<file path="src/rtl/hvsync_decoder.sv">
// Recovers beam position, line/frame lengths and a timing-lock flag from incoming hsync/vsync.
// Define HVSYNC_DECODER_ERRCNT_EN to add the lock_loss_count output.
module hvsync_decoder #(
    parameter int H_DISPLAY  = 320,
    parameter int V_DISPLAY  = 240,
    parameter int LOCK_LINES = 4,
    parameter int MISS_LIMIT = 2
) (
    input  logic       clk,
    input  logic       reset,
    input  logic       hsync,
    input  logic       vsync,
    output logic [8:0] hpos,
    output logic [8:0] vpos,
    output logic [8:0] line_max,
    output logic [8:0] frame_max,
    output logic       locked,
    output logic       frame_start,
    output logic       display_on
`ifdef HVSYNC_DECODER_ERRCNT_EN
    ,
    output logic [7:0] lock_loss_count
`endif
);

    localparam logic [8:0] H_DISP  = 9'(H_DISPLAY);
    localparam logic [8:0] V_DISP  = 9'(V_DISPLAY);
    localparam logic [7:0] LOCK_N  = 8'(LOCK_LINES);
    localparam logic [7:0] MISS_N  = 8'(MISS_LIMIT);
    localparam logic [8:0] POS_MAX = 9'd511;

    typedef enum logic [1:0] {
        SEARCH  = 2'd0,
        ACQUIRE = 2'd1,
        LOCKED  = 2'd2
    } state_t;

    state_t     state;
    state_t     state_nxt;
    logic       hs_q;
    logic       vs_q;
    logic       hrise;
    logic       vrise;
    logic       timeout;
    logic [7:0] match_cnt;
    logic [7:0] match_nxt;
    logic [7:0] miss_cnt;
    logic [7:0] miss_nxt;
    logic [8:0] line_max_nxt;
    logic       frame_seen;
    logic       frame_seen_nxt;

    assign hrise = hsync & ~hs_q;
    assign vrise = vsync & ~vs_q;

    // Fires on the edge where hpos would land on 511, so locked drops as hpos saturates.
    assign timeout = (state != SEARCH) && !hrise && (hpos >= (POS_MAX - 9'd1));

    assign display_on = locked & frame_seen & (hpos < H_DISP) & (vpos < V_DISP);

    always_ff @(posedge clk) begin
        if (reset) begin
            hs_q        <= 1'b1;
            vs_q        <= 1'b1;
            hpos        <= 9'd0;
            vpos        <= 9'd0;
            frame_max   <= 9'd0;
            frame_start <= 1'b0;
        end else begin
            hs_q        <= hsync;
            vs_q        <= vsync;
            frame_start <= vrise;

            if (hrise)
                hpos <= 9'd0;
            else if (hpos != POS_MAX)
                hpos <= hpos + 9'd1;

            // vsync takes priority over a coincident hsync rise
            if (vrise) begin
                vpos      <= 9'd0;
                frame_max <= vpos;
            end else if (hrise && (vpos != POS_MAX)) begin
                vpos <= vpos + 9'd1;
            end
        end
    end

    always_ff @(posedge clk) begin
        if (reset) begin
            state      <= SEARCH;
            match_cnt  <= 8'd0;
            miss_cnt   <= 8'd0;
            line_max   <= 9'd0;
            frame_seen <= 1'b0;
            locked     <= 1'b0;
        end else begin
            state      <= state_nxt;
            match_cnt  <= match_nxt;
            miss_cnt   <= miss_nxt;
            line_max   <= line_max_nxt;
            frame_seen <= frame_seen_nxt;
            locked     <= (state_nxt == LOCKED);
        end
    end

    // hpos at the hsync rise is the measured line period minus one.
    always_comb begin
        state_nxt      = state;
        match_nxt      = match_cnt;
        miss_nxt       = miss_cnt;
        line_max_nxt   = line_max;
        frame_seen_nxt = frame_seen;

        if (vrise && (state == LOCKED))
            frame_seen_nxt = 1'b1;

        case (state)
            SEARCH: begin
                if (hrise) begin
                    state_nxt    = ACQUIRE;
                    match_nxt    = 8'd0;
                    line_max_nxt = 9'd0;
                end
            end
            ACQUIRE: begin
                if (timeout) begin
                    state_nxt      = SEARCH;
                    match_nxt      = 8'd0;
                    frame_seen_nxt = 1'b0;
                end else if (hrise) begin
                    line_max_nxt = hpos;
                    if (hpos == line_max) begin
                        match_nxt = match_cnt + 8'd1;
                        if ((match_cnt + 8'd1) == LOCK_N) begin
                            state_nxt = LOCKED;
                            miss_nxt  = 8'd0;
                        end
                    end else begin
                        match_nxt = 8'd0;
                    end
                end
            end
            LOCKED: begin
                if (timeout) begin
                    state_nxt      = SEARCH;
                    miss_nxt       = 8'd0;
                    frame_seen_nxt = 1'b0;
                end else if (hrise) begin
                    if (hpos == line_max) begin
                        miss_nxt = 8'd0;
                    end else if ((miss_cnt + 8'd1) == MISS_N) begin
                        state_nxt      = SEARCH;
                        miss_nxt       = 8'd0;
                        frame_seen_nxt = 1'b0;
                    end else begin
                        miss_nxt = miss_cnt + 8'd1;
                    end
                end
            end
            default: begin
                state_nxt      = SEARCH;
                frame_seen_nxt = 1'b0;
            end
        endcase
    end

`ifdef HVSYNC_DECODER_ERRCNT_EN
    // Both event kinds may land on one edge, so they are summed before saturating.
    logic       lock_lost;
    logic       frame_changed;
    logic [8:0] prev_frame;
    logic [8:0] loss_sum;

    assign lock_lost     = (state == LOCKED) && (state_nxt == SEARCH);
    assign frame_changed = vrise && locked && (prev_frame != 9'd0) && (vpos != prev_frame);
    assign loss_sum      = {1'b0, lock_loss_count} + {8'd0, lock_lost} + {8'd0, frame_changed};

    always_ff @(posedge clk) begin
        if (reset) begin
            lock_loss_count <= 8'd0;
            prev_frame      <= 9'd0;
        end else begin
            if (vrise && (vpos != 9'd0))
                prev_frame <= vpos;
            lock_loss_count <= (loss_sum > 9'd255) ? 8'd255 : loss_sum[7:0];
        end
    end
`endif

endmodule

</file>
<file path="config.mk">
export PLATFORM = sky130hd
export DESIGN_NAME = hvsync_decoder
export DESIGN_NICKNAME = d
export VERILOG_FILES = /design/src/rtl/hvsync_decoder.sv
export SDC_FILE = /design/constraint.sdc
export NUM_CORES = 1
export LEC_CHECK = 0
export BUFFER_PORTS_ARGS = -buffer_cell sky130_fd_sc_hd__buf_2
export CAP_MARGIN = 10
export CORE_AREA = 3 3 81 83
export DETAILED_ROUTE_END_ITERATION = 8
export DIE_AREA = 0 0 84 86
export PLACE_DENSITY_LB_ADDON = 0.1
export SETUP_SLACK_MARGIN = 0.02
export SLEW_MARGIN = 20
export SYNTH_ARGS = -nofsm -noshare
export SYNTH_HDL_FRONTEND = slang
export SYNTH_SLANG_ARGS = --single-unit
</file>
<file path="constraint.sdc">
create_clock -name clk -period 2.54 [get_ports clk]
set_input_delay 0.254 -clock clk [delete_from_list [all_inputs] [get_ports clk]]
set_output_delay 0.254 -clock clk [all_outputs]
set_load 0.02 [all_outputs]
</file>
# Word-level counts from Yosys, hierarchy flattened
# Index checks and enable logic that the tools add are counted.
# totals
regBits	59
input_bits	4
out_inout_bits	39
elab_cells	90
# classes
n_addsub	4
order_cmp	3
eq_ne	15
mux	35
bitwise_logic	7
n_reduce_logical	14
# ops
operator	count
8-bit 2-to-1 mux	12
8-bit case mux with 2 select lines	2
9-bit 2-to-1 mux	3
9-bit by 1-bit adder with 9-bit output (second input constant)	2
2-bit 2-to-1 mux	9
9-bit inequality test (second input constant)	2
9-bit case mux with 2 select lines	1
8-bit by 1-bit adder with 8-bit output (second input constant)	2
2-bit inequality test (second input constant)	5
9-bit == test	1
9-bit greater-or-equal comparator (second input constant)	1
9-bit by 8-bit < comparator with 1-bit output (second input constant)	1
9-bit < comparator (second input constant)	1
8-bit by 2-bit == test with 1-bit output (second input constant)	1
8-bit by 3-bit == test with 1-bit output (second input constant)	1
1-bit 2-to-1 mux	6
3-bit inequality test (second input constant)	2
2-bit case mux with 3 select lines	1
6-bit AND reduction	1
2-bit nonzero test	3
1-bit AND	5
2-bit == test (second input constant)	2
1-bit logical AND	4
4-bit AND reduction	1
7 further kinds	9

# Depth between registers and ports, before layout
# depth
ltp_word	9
mapped_depth	9
depth_no_buf	9

# Worst setup path before layout
# No wires, ideal clock.
# synth_path
path_kind	register to register
start	register vpos[0]
end	register vpos[6]
setup_time_ps	70
t_arrival_ps	2271
required_ps	2470
path_slack_ps	199
stages_incl_launch_ff	9
path_cell_list	dfxtp_1 > ha_1 > and3_1 > and3_1 > ha_1 > nor3b_1 > nand4_1 > or3_1 > a21oi_1
# synth_between
elab_chain_len	2
word_cells_on_any_way	3
classes_between	add/sub: 1; eq/ne: 1; reduce/logical: 1
# synth_lines
item	line_no	rtl
from (decl)	14	output logic [8:0] vpos,
from (signal assigned)	84	vpos <= vpos + 9'd1;
branches (longest 2 deep; another with 9-bit by 1-bit adder with 9-bit output)	--	
# Parallel ways; which one is timed is not known.
# A chain may end at the register's enable or synchronous reset.

# Worst setup path after layout
# Ends and elaborated chain as after synthesis.

==> metrics.yaml <==
status: "complete, no violations"
cts.repair.resized: 0
clock_skew_ns: 0.00806
start_kind: "flop"
final_cell_mix: "dfxtp_1, buf_2, nand2_1"
synthFlopType: "dfxtp_1"
clock_latency_ns: 0.34
initial_core_util_pct: 48.8
hold_violations: 0
cp_max_fo: 5
cp_data_required_time_ns: 2.81
placed_cells: 445
seq_area_frac_synth_pct: 40.9
hpwl_mm: 4.40
cts.clk_slew.worst_paths_ns: 0.07
routed_wl_mm: 6.25
p_per_area_nw_per_um2: 558
mappedNetlistArea_um2: 2890
drive_above_1_share_pct: 19.7
globalplace.congestion: 0.799
grt_pass1_vias: 2402
drt-pass1-iter-count: 5
cts_sinks: 59
slowest_delay_ns: 0.35
synth_fp_nets: 349
synth_cells: 336
register_area_um2: 1180
setup_viol: 0
worstSetupPathType: "flop to flop"
first_iter_violations: 86
peakVddDrop_uv: 418
die-area_um2: 7220
yosys_register_bits: 59
slew_headroom_pct: 54.2
numCtsBuffers: 9
io_pins: 43
area_growth_pct: 16.6
post_cts_buffers: 0
hold_ws_ns: 0.128
vias: 2499
critPathSlowestCell: "dfxtp_1"
leakage_uw: 0.00144
synth_cell_types: 51
antenna_found_initial: 0
fin_crit_ns: 2.18
slew_violations: 0
grt_start_max_net_pins: 29
n_fill_cell: 566
endpoint_kind: "flop"
drc: 0
rsz0062_at_grt: "false"
portBuffers: 42
period_share_pct: 85.9
drv_cap: 0
postCtsHoldBufs: 0
clockBufferDepth: 2
syn_avg_cell_area_um2: 8.60
rows: 28
die_x_um: 84
multiInputGateArea_um2: 1590
antenna_cells: 0
root_buffer: "clkbuf_8"
antenna_left: 0
grt_pass1_wl_mm: 10.9
yosysWarnings: 0
max_freq_mhz: 458
instances_no_fill: 460
wire_per_inst_um: 13.6
nets: 394
tightest_slew_ns: 0.680
power_uw: 1880
finalSetupTns_ns: 0
viasPerCell: 5.43
hold_path.class: "input port to flop"
arrival_ns: 2.45
synth-async-reset-ratio_pct: 0
htree_levels: 3
core_area_um2: 5920
grt_overflow_total: 0
grt_use_total_pct: 18.5
cts_tree: "yes"
crit_path_cell_trace: "ha_1, and3_1, and3_1, ha_1, nor3b_1, nand4_1, or3_1, a21oi_1"
die_h_um: 86
post-route-util_pct: 56.9
mostFrequentLayoutCell: "dfxtp_1"
synth-edff-count: 0
-- layer usage --
metal / global-route usage, % / routed length, um / vias up / part of all wire (%)
li1: - / - / 1281 / -
met4: 8.92 / 93 / 0 / 1.5
met5: 0 / 0 / - / 0
met1: 23.5 / 2980 / 1167 / 48
met3: 4.23 / 256 / 7 / 4.1
met2: 29.8 / 2920 / 44 / 47
-- layout make-up --
type	instances	share of cell area [%]
timing repair buffer	49	7.80
multi-input combinational	250	47.3
clock inverter	4	1.52
clock buffer	11	4.20
sequential	59	35.1
inverter	12	1.34
tap	75	2.78
-- critical path: cells and delay by family, from the launching register on --
family / cells / cell delay, ns
compound gates: 1 / 0.14
fa+ha+maj: 2 / 0.44
simple gates: 5 / 1.20
flops: 1 / 0.35
-- synth_stat cells, types with 3 or more instances --
cell type,n,area [um^2]
nand4_1,8,50.1
nand2b_1,5,31.3
nor2_1,31,116
xnor2_1,6,52.6
and3_1,7,43.8
a21oi_1,18,90.1
o21ai_0,9,45.0
a22o_1,9,78.8
nor3_1,8,40.0
nand3_1,24,120
inv_1,12,45.0
a31oi_1,7,43.8
nand2_1,37,139
or2_2,4,25.0
nor2b_1,6,37.5
xor2_1,19,166
mux2i_1,3,30.0
dfxtp_1,59,1180
o221ai_1,3,26.3
ha_1,9,113
buf_2,4,20.0
nor4_1,3,18.8
clkbuf_1,8,30.0
o22ai_1,3,18.8
-- through the flow --
| step | worst slack (ns) | cell area [um^2] |
|---|---|---|
| global placement | 0.433 | 3180 |
| floorplan | 0.199 | 2890 |
| global route | 0.127 | 3370 |
| CTS | 0.348 | 3370 |
| finish | 0.357 | 3370 |
| detailed placement | 0.381 | 3180 |
-- state kept, by name (all words and copies together) (netlist names), 2 cells and up --
| name | cells |
|---|---|
| frame_max | 9 |
| hpos | 9 |
| line_max | 9 |
| vpos | 9 |
| match_cnt | 8 |
| miss_cnt | 8 |
| state | 2 |
-- power by group --
group          total, uW  switching, uW  internal (uW)
combinational       95.3           64.0           31.4
sequential           949           15.3            933
clock                835            361            474
total               1880            440           1440
-- kinds of logic after synthesis --
group                    after synthesis  share of synthesized area (%)
AND/OR/NAND/NOR                      147                           26.1
AO/OA/AOI/OAI                         65                           16.0
flip-flops                            59                           40.9
buffers and inverters                 27                           3.94
XOR/XNOR                              26                           8.14
adder cells (fa/ha/maj)                9                           3.90
multiplexers                           3                           1.04
-- worst paths after layout --
| check | from | to | slack (ns) | cells past startpoint |
|---|---|---|---|---|
| max | vpos[0] | vpos[6] | 0.36 | 8 |
| min | vsync | vs_q | 0.13 | 2 |
| max reg2reg | vpos[0] | vpos[6] | 0.36 | 8 |
| min reg2reg | frame_max[5] | frame_max[5] | 0.47 | 1 |
(Power assumes the default switching activity.)
